===== src/rtl/alu_acc_seq.sv =====
// Runs one ALU command for up to 16 cycles and reports completion with the resulting flags.
// Latency: cmd_rep+3 cycles between accepts; backpressure: cmd_ready only in IDLE, so nothing is accepted while busy.
module alu_acc_seq (
    input  logic       clk,
    input  logic       rst_n,
    input  logic       cmd_valid,
    input  logic [3:0] cmd_op,
    input  logic [3:0] cmd_rep,
    input  logic       cmd_untz,
    output logic       cmd_ready,
    input  logic [3:0] ALUflags,
    output logic       C8,
    output logic       C9,
    output logic       C13,
    output logic       C15,
    output logic       C16,
    output logic       C17,
    output logic       C18,
    output logic       C19,
    output logic       C20,
    output logic       C21,
    output logic       busy,
    output logic       done,
    output logic       err,
    output logic [3:0] res_flags,
    output logic [4:0] res_cycles
);

    typedef enum logic [1:0] {
        S_IDLE = 2'd0,
        S_EXEC = 2'd1,
        S_DONE = 2'd2
    } state_t;

    state_t     state;
    state_t     state_nxt;

    logic [3:0] op_q;
    logic [3:0] rem_q;
    logic       untz_q;
    logic       first_q;
    logic [4:0] cnt_q;

    logic       accept;
    logic       op_legal;
    logic       stop;
    logic       fire;
    logic [9:0] lines;

    // ZF is only trusted after the first EXEC cycle; before that it reflects the previous command.
    always_comb begin
        accept   = (state == S_IDLE) && cmd_valid;
        op_legal = (cmd_op <= 4'hA);
        stop     = (state == S_EXEC) && untz_q && !first_q && ALUflags[3];
        fire     = (state == S_EXEC) && !stop;
    end

    always_comb begin
        state_nxt = state;
        case (state)
            S_IDLE: begin
                if (accept && op_legal) begin
                    state_nxt = S_EXEC;
                end
            end
            S_EXEC: begin
                if (stop || (rem_q == 4'd0)) begin
                    state_nxt = S_DONE;
                end
            end
            S_DONE: begin
                state_nxt = S_IDLE;
            end
            default: begin
                state_nxt = S_IDLE;
            end
        endcase
    end

    always_comb begin
        lines = 10'b0;
        if (fire) begin
            case (op_q)
                4'h1:    lines[0] = 1'b1;
                4'h2:    lines[1] = 1'b1;
                4'h3:    lines[2] = 1'b1;
                4'h4:    lines[3] = 1'b1;
                4'h5:    lines[4] = 1'b1;
                4'h6:    lines[5] = 1'b1;
                4'h7:    lines[6] = 1'b1;
                4'h8:    lines[7] = 1'b1;
                4'h9:    lines[8] = 1'b1;
                4'hA:    lines[9] = 1'b1;
                default: lines    = 10'b0;
            endcase
        end
    end

    assign C8        = lines[0];
    assign C9        = lines[1];
    assign C13       = lines[2];
    assign C15       = lines[3];
    assign C16       = lines[4];
    assign C17       = lines[5];
    assign C18       = lines[6];
    assign C19       = lines[7];
    assign C20       = lines[8];
    assign C21       = lines[9];

    assign cmd_ready = (state == S_IDLE);
    assign busy      = (state != S_IDLE);
    assign done      = (state == S_DONE);

    always_ff @(posedge clk) begin
        if (rst_n) begin
            state      <= S_IDLE;
            op_q       <= 4'd0;
            rem_q      <= 4'd0;
            untz_q     <= 1'b0;
            first_q    <= 1'b0;
            cnt_q      <= 5'd0;
            err        <= 1'b0;
            res_flags  <= 4'd0;
            res_cycles <= 5'd0;
        end else begin
            state <= state_nxt;
            err   <= accept && !op_legal;
            case (state)
                S_IDLE: begin
                    if (accept && op_legal) begin
                        op_q    <= cmd_op;
                        rem_q   <= cmd_rep;
                        untz_q  <= cmd_untz;
                        first_q <= 1'b1;
                        cnt_q   <= 5'd0;
                    end
                end
                S_EXEC: begin
                    if (!stop) begin
                        cnt_q   <= cnt_q + 5'd1;
                        first_q <= 1'b0;
                        if (rem_q != 4'd0) begin
                            rem_q <= rem_q - 4'd1;
                        end
                    end
                end
                S_DONE: begin
                    res_flags  <= ALUflags;
                    res_cycles <= cnt_q;
                end
                default: begin
                    first_q <= 1'b0;
                end
            endcase
        end
    end

endmodule

===== config.mk =====
export PLATFORM = sky130hd
export DESIGN_NAME = alu_acc_seq
export DESIGN_NICKNAME = d
export VERILOG_FILES = /design/src/rtl/alu_acc_seq.sv
export SDC_FILE = /design/constraint.sdc
export NUM_CORES = 1
export LEC_CHECK = 0
export ABC_CLOCK_PERIOD_IN_PS = 1380
export CAP_MARGIN = 20
export CORE_MARGIN = 2
export CORE_UTILIZATION = 41
export CTS_CLUSTER_SIZE = 25
export DETAILED_ROUTE_END_ITERATION = 16
export GPL_TIMING_DRIVEN = 0
export PLACE_DENSITY_LB_ADDON = 0.1
export SYNTH_ARGS = -nofsm -noshare
export SYNTH_HDL_FRONTEND = slang
export SYNTH_SLANG_ARGS = --single-unit

===== constraint.sdc =====
create_clock -name clk -period 1.38 [get_ports clk]
set_input_delay 0.276 -clock clk [delete_from_list [all_inputs] [get_ports clk]]
set_output_delay 0.276 -clock clk [all_outputs]
set_load 0.01 [all_outputs]

Word level (Yosys, flattened, before mapping):

Index checks and enable logic that the tools add are counted.

* $add $sub $neg: 2
* multiply operators: 0
* div/mod/pow operators: 0
* order comparisons: 1
* eq/ne operators: 16
* shift-type cells: 0
* multiplexer cells: 24
* bitwise logic cells: 1
* reduce and logical (&&, ||, !) cells: 21

Operator list (count)
* $eq 4x3->1 const B: 4
* $eq 4x4->1 const B: 3
* $mux 1: 12
* $mux 4: 3
* $mux 10: 1
* $mux 5: 2
* $pmux 5 s2: 1
* $eq 4x2->1 const B: 2
* $pmux 4 s2: 1
* $logic_and 1x1->1: 7
* $ne 2x1->1 const B: 3
* $reduce_and 3->1: 2
* $add 5x1->5 const B: 1
* $eq 4x1->1 const B: 1
* $le 4x4->1 const B: 1
* $logic_not 4->1: 1
* $mux 2: 2
* $pmux 2 s2: 1
* $reduce_and 2->1: 2
* $reduce_and 4->1: 1
* $reduce_bool 2->1: 2
* $reduce_bool 4->1: 1
* $sub 4x1->4 const B: 1
* $logic_not 1->1: 3
* other kinds (7): 7

* register bits after elaboration: 27
* latch bits: 0
* RAM bits: 0
* ROM bits: 0
* memories kept: 0

Logic depth before layout (Yosys ltp):

Gate-level depths: netlist (run 1).

* depth after elaboration: 7
* mapped depth: 6
* mapped depth without buffers: 6

Worst setup path after synthesis (run 1):

Ideal clock, no wire load.

* kind: register to output
* start: register state[1]
* end: output port C13
* arrival: 1.239 ns
* path slack: -0.135 ns
* cell stages (with the launch flop): 6
* buffers on the path: 2
* path through: dfxtp_1 > buf_6 > and2b_1 > buf_6 > nand2_1 > nor4_1

* longest elaborated chain between the ends: 7

Ends and longest elaborated chain
* from (decl): line 35 `state_t state;`
* from (signal assigned): line 126 `state <= state_nxt;`
* $eq 2x1->1 (*): line 54, 55
* $logic_and 1x1->1 (3 in series): line 54 `stop = (state == S_EXEC) && untz_q && !first_q && ALUflags[3];`
* $logic_not 1->1
* $logic_and 1x1->1 (*): line 55 `fire = (state == S_EXEC) && !stop;`
* $mux 10 (*): line 82 `if (fire) begin`
* to (decl): line 14 `output logic C13,`

Mark *: on every way between the ends. The rest lies on a longest branch, timed or not.

Worst setup path after layout (run 1):

* start: register state[1]
* end: output port C15

* longest elaborated chain between the ends: 7

Ends and longest elaborated chain
* $eq 2x1->1 (*): line 54, 55
* $logic_and 1x1->1 (3 in series): line 54
* $logic_not 1->1
* $logic_and 1x1->1 (*): line 55
* $mux 10 (*): line 82
* to (decl): line 15 `output logic C15,`

Marks and branches as above.

==> results of run 1 <==
## worst max-delay path: cells and delay by family (launching register included)
family	cells	cell delay [ns]
buf+inv	3	0.43
flops	1	0.37
simple gates	3	0.43
## cell type report
class	instances	area, µm²	area share (%)
well taps	33	41.3	1.96
plain buffers	6	38.8	1.84
repair buffers	65	548	26.0
clock buffers	4	26.3	1.25
multi-input cells	118	862	40.9
flip-flops and latches	27	551	26.1
inverters	6	38.8	1.84
## synthesized netlist by cell type, types with 2 or more instances
master / instances / area (µm²)
nand4_1: 2 / 12.5
nand2b_1: 7 / 43.8
dfxtp_1: 27 / 541
nand3_1: 4 / 20.0
nand4b_1: 2 / 17.5
xor2_1: 4 / 35.0
inv_1: 5 / 18.8
clkbuf_1: 4 / 15.0
nor2_1: 17 / 63.8
buf_6: 2 / 22.5
nor4_1: 4 / 25.0
nand2_1: 27 / 101
and2_1: 3 / 18.8
a22oi_1: 2 / 15.0
nor3_1: 5 / 25.0
o32ai_1: 3 / 26.3
a21oi_1: 19 / 95.1
or3b_2: 2 / 17.5
ha_1: 2 / 25.0
## cells by family after synthesis
logic type / count (synthesis) / synth area share (%)
AOI/OAI and AO/OA: 30 / 13.8
xor gates and xnor gates: 4 / 2.73
adders and majority gates: 2 / 1.95
buffers and inverters: 13 / 5.07
DFF: 27 / 42.1
muxes: 1 / 0.780
and+or+nand+nor: 81 / 33.5
## power by group through the flow
stage	Clock, mW	Combinational (mW)	Sequential [mW]
5_1_grt	0.390	0.574	0.861
4_1_cts	0.356	0.453	0.853
2_1_floorplan	0	0.213	0.866
6_report	0.352	0.535	0.856
3_3_place_gp	0	0.324	0.870
3_5_place_dp	0	0.338	0.873
## stage by stage
step / instances / worst slack, ns / util [%]
global route: 259 / -0.578 / 70.1
detailed placement: 228 / -0.860 / 57.6
global placement: 228 / -0.804 / 57.6
finish: 259 / -0.459 / 70.1
CTS: 254 / -0.475 / 65.5
floorplan: 158 / -0.0668 / -
## registers in the layout, summed over array words and instances (netlist names)
name,cells
rem_q,4
first_q,1
res_flags,4
err,1
untz_q,1
state,2
res_cycles,5
op_q,4
cnt_q,5
## layer usage
metal,global-route usage [%],part of all wire [%],up-vias,routed length (µm)
met5,0,0,-,0
met3,4.76,3.8,4,152
met1,25.6,39,670,1550
met2,41.0,56,33,2220
li1,-,-,677,-
met4,5.08,1.1,0,42
## final timing paths
| check | startpoint | to | slack [ns] | cells after the start |
|---|---|---|---|---|
| setup / recovery | state[1] | C15 | -0.46 | 6 |
| hold / removal | res_flags[1] | res_flags[1] | 0.46 | 2 |
| setup reg to reg | state[1] | rem_q[1] | -0.28 | 8 |
| hold reg to reg | res_flags[1] | res_flags[1] | 0.46 | 2 |
## timing repair
item / 4_1_cts / 5_1_grt
setup buffers: 23 / 6
pin swaps: 18 / 10
gates resized for setup: 97 / 24
setup endpoints to repair: 41 / 30
==> impl_metrics.tcl, run 1 <==
set metrics [dict create \
    fp.dieW_um 60.0 \
    clock_skew_ns 0.00364 \
    track_usage_pct 22.1 \
    fin_tns_setup_ns -7.07 \
    final_area_um2 2110 \
    p_sw_mw 0.531 \
    cts_tree "yes" \
    clock_latency_ns 0.33 \
    synth.avg_cell_area_um2 8.12 \
    fin_nets 245 \
    crit_required_ns 1.10 \
    powerDensity_nw_per_um2 828 \
    critPathSlowestCell "dfxtp_4" \
    syn-num-nets 176 \
    critPathKind "reg2out" \
    seq_area_frac_synth_pct 42.1 \
    grt_antenna_before_repair 0 \
    setup.worst_path.start_class "flop" \
    cp_max_fo 5 \
    grt_max_degree 15 \
    final_hold_viol_count 0 \
    n_fill_cell 233 \
    dieArea_um2 3590 \
    pwr-share-seq_pct 49.1 \
    drt-total-wl_um 3970 \
    fmax_mhz 544 \
    path_clk_slew_ns 0.15 \
    cts-root-buf "clkbuf_4" \
    synth_enable_flop_cells 0 \
    drtIter0Drc 44 \
    leakagePower_nw 0.873 \
    dpl-instance-area_um2 1730 \
    ys_warn_count 0 \
    final_cell_mix "nand2_1 (24), dfxtp_1 (23), buf_4 (21)" \
    fin_crit_sh_pct 133 \
    firstDrtPassIters 4 \
    cp_cell_sequence "and2b_1 -> buf_6 -> nand4b_1 -> buf_4 -> nor3_2 -> buf_2" \
    dp_hpwl_um 2420 \
    die_h_um 60.0 \
    ys.flop_type "dfxtp_1" \
    dr_total_vias 1384 \
    fin_crit_ns 1.84 \
    cts-htree-levels 1 \
    end_kind "output pin" \
    ir_drop_mv 0.708 \
    yosys_register_bits 27 \
    gp_congestion 0.730 \
    max_stage_delay_ns 0.37 \
    cts.sinks 27 \
    switching_share_pct 30.5 \
    whs_ns 0.459 \
    coreArea_um2 3000 \
    via_per_inst 5.34 \
    worst_pin_slew_ns 0.593 \
    p_int_mw 1.21 \
    p_comb_share_pct 30.7 \
    io_pins 39 \
    grt_pass1_vias 1280 \
    port_buffers 37 \
    setup_viol_count_final 28 \
    hp-class "reg2reg" \
    cts_buffer_depth 2 \
    maxCapViolCount 0 \
    rows 20 \
    wl_per_cell_um 15.3 \
    final_common_cell "nand2_1" \
    arrival_ns 1.56 \
    grt_pass1_wl_um 5910 \
    maxSlewViolCount 0 \
    clkPwrFrac_pct 20.2 \
    netlist-cell-type-count 36 \
    initial_core_util_pct 42.7 \
    violations "negative setup slack" \
    drcViolationCount 0 \
    area_growth_pct 64.0 \
    num_antenna_cells 0 \
    drtAntennaViolNets 0 \
    cts_hold_buf 0 \
    overflow 0 \
    fin_ws_ns -0.459 \
    drive_gt1_share_pct 41.2 \
    rsz0062_at_grt "true" \
    async_flop_share_pct 0 \
    status "complete, but fails checks" \
    syn_area_um2 1280 \
    max_slew_margin_pct 60.5 \
    numCtsBuffers 3 \
    p_total_mw 1.74 \
    netlist_instances 158 \
]
No activity file was read; power rests on OpenSTA's default activity.
==> inputs of run 2 (changes only) <==
Settings changed: CTS_BUF_LIST set to sky130_fd_sc_hd__clkbuf_8 sky130_fd_sc_hd__clkbuf_16.
==> run 2 against run 1 <==
The run still ends with negative setup slack left. Largest cell class unchanged. Clock skew decreased by 0.0014 ns. Fmax increased by 3.5%. Design area decreased by 1.2%. Highest routed layer unchanged.
==> impl_metrics.tcl, run 2 (same netlist as run 1, synthesis figures left out) <==
set metrics [dict create \
    cts-root-buf "clkbuf_8" \
    via_per_inst 5.40 \
    cts_tree "yes" \
    n_fill_cell 245 \
    fmax_mhz 563 \
    area_growth_pct 62.1 \
    arrival_ns 1.50 \
    cts-htree-levels 1 \
    p_sw_mw 0.534 \
    fin_crit_sh_pct 129 \
    initial_core_util_pct 42.7 \
    dieArea_um2 3590 \
    switching_share_pct 29.4 \
    wl_per_cell_um 15.5 \
    worst_pin_slew_ns 0.633 \
    crit_family "simple AND/OR/NAND/NOR gates" \
    timing.critical_path.buf_inv 3 \
    grt_antenna_before_repair 0 \
    fp.dieW_um 60.0 \
    overflow 0 \
    io_pins 39 \
    dp_hpwl_um 2420 \
    dr_total_vias 1394 \
    clock_latency_ns 0.27 \
    critPathSlowestCell "dfxtp_4" \
    cts.sinks 27 \
    port_buffers 37 \
    grt_pass1_vias 1296 \
    path_clk_slew_ns 0.09 \
    final_hold_viol_count 0 \
    maxSlewViolCount 0 \
    fin_ws_ns -0.396 \
    rsz0062_at_grt "true" \
    reg_top3 "cnt_q: 5 flops, res_cycles: 5 flops" \
    final_common_cell "nand2_1" \
    violations "negative setup slack" \
    die_h_um 60.0 \
    pwr-share-seq_pct 47.0 \
    drtAntennaViolNets 0 \
    leakagePower_nw 0.866 \
    cts_hold_buf 0 \
    setup.worst_path.start_class "flop" \
    gp_congestion 0.730 \
    end_kind "output pin" \
    cts_buffer_depth 2 \
    clock_skew_ns 0.00227 \
    num_antenna_cells 0 \
    final_area_um2 2080 \
    cp_cell_sequence "and2b_1 -> buf_6 -> nand4b_1 -> buf_4 -> nor3_2 -> buf_2" \
    track_usage_pct 22.2 \
    fin_crit_ns 1.78 \
    status "complete, but fails checks" \
    rows 20 \
    drcViolationCount 0 \
    grt_max_degree 15 \
    pre_cts_slack_ns -0.860 \
    drt-total-wl_um 3990 \
    final_cell_mix "nand2_1 (24), dfxtp_1 (23), buf_4 (20)" \
    p_comb_share_pct 28.3 \
    dpl-instance-area_um2 1730 \
    firstDrtPassIters 4 \
    numCtsBuffers 3 \
    crit_required_ns 1.10 \
    grt_pass1_wl_um 5950 \
    drtIter0Drc 78 \
    powerDensity_nw_per_um2 874 \
    max_stage_delay_ns 0.35 \
    max_slew_margin_pct 57.8 \
    fin_nets 244 \
    setup_viol_count_final 26 \
    coreArea_um2 3000 \
    ir_drop_mv 0.754 \
    drive_gt1_share_pct 38.2 \
    clkPwrFrac_pct 24.7 \
    cp_max_fo 5 \
    critPathKind "reg2out" \
    hp-class "reg2reg" \
    p_int_mw 1.28 \
    maxCapViolCount 0 \
]
[run 2: cell count changes in the layout (fill, tap and decap cells not counted), sizes merged]
| cell | change |
|---|---|
| buf | -2 |
| clkinv | -1 |
| inv | +2 |
[run 2: through the flow]
step / power (mW) / setup TNS [ns] / utilization, % / hold slack, ns / cells
2_1_floorplan: 1.08 / -0.211 / - / 0.412 / 158
6_report: 1.82 / -4.71 / 69.3 / 0.456 / 258
4_1_cts: 1.76 / -4.50 / 66.1 / 0.459 / 253
3_5_place_dp: 1.21 / -14.50 / 57.6 / 0.449 / 228
5_1_grt: 1.90 / -6.82 / 69.3 / 0.486 / 258
3_3_place_gp: 1.19 / -13.67 / 57.6 / 0.443 / 228
[run 2: routing by layer]
metal  GRT usage [%]  wire (µm)
met4            5.40         65
met2            40.8       2150
met3            6.06        207
met1            25.0       1560
met5               0          0
[run 2: tightest hold or removal path, stage by stage, from the launching register on]
cell	delay, ns
dfxtp_1	0.32
nand2_1	0.05
a21oi_1	0.05
[run 2: cell type report]
class	count	area, µm²	share of cell area, %
Multi-Input combinational cell	118	845	40.6
Sequential cell	27	551	26.5
Timing Repair Buffer	64	528	25.4
Clock buffer	3	41.3	1.98
Tap cell	33	41.3	1.98
Buffer	6	37.5	1.80
Inverter	6	33.8	1.62
Clock inverter	1	3.75	0.180
[run 2: timing repair]
action                     CTS  global route
buffers inserted            22             7
pin swaps                   13             8
setup endpoints to repair   45            28
gates resized for setup     95            16
[run 2: final timing paths]
check	cells past startpoint	end	from	slack [ns]
max	6	C15	state[1]	-0.40
min	2	res_flags[1]	res_flags[1]	0.46
max reg2reg	6	rem_q[0]	rem_q[0]	-0.30
min reg2reg	2	res_flags[1]	res_flags[1]	0.46
[run 2: power by group through the flow]
stage          combinational [mW]  sequential, mW  clock (mW)
2_1_floorplan               0.213           0.866           0
3_3_place_gp                0.324           0.870           0
3_5_place_dp                0.338           0.873           0
4_1_cts                     0.456           0.852       0.452
5_1_grt                     0.551           0.859       0.491
6_report                    0.515           0.854       0.450
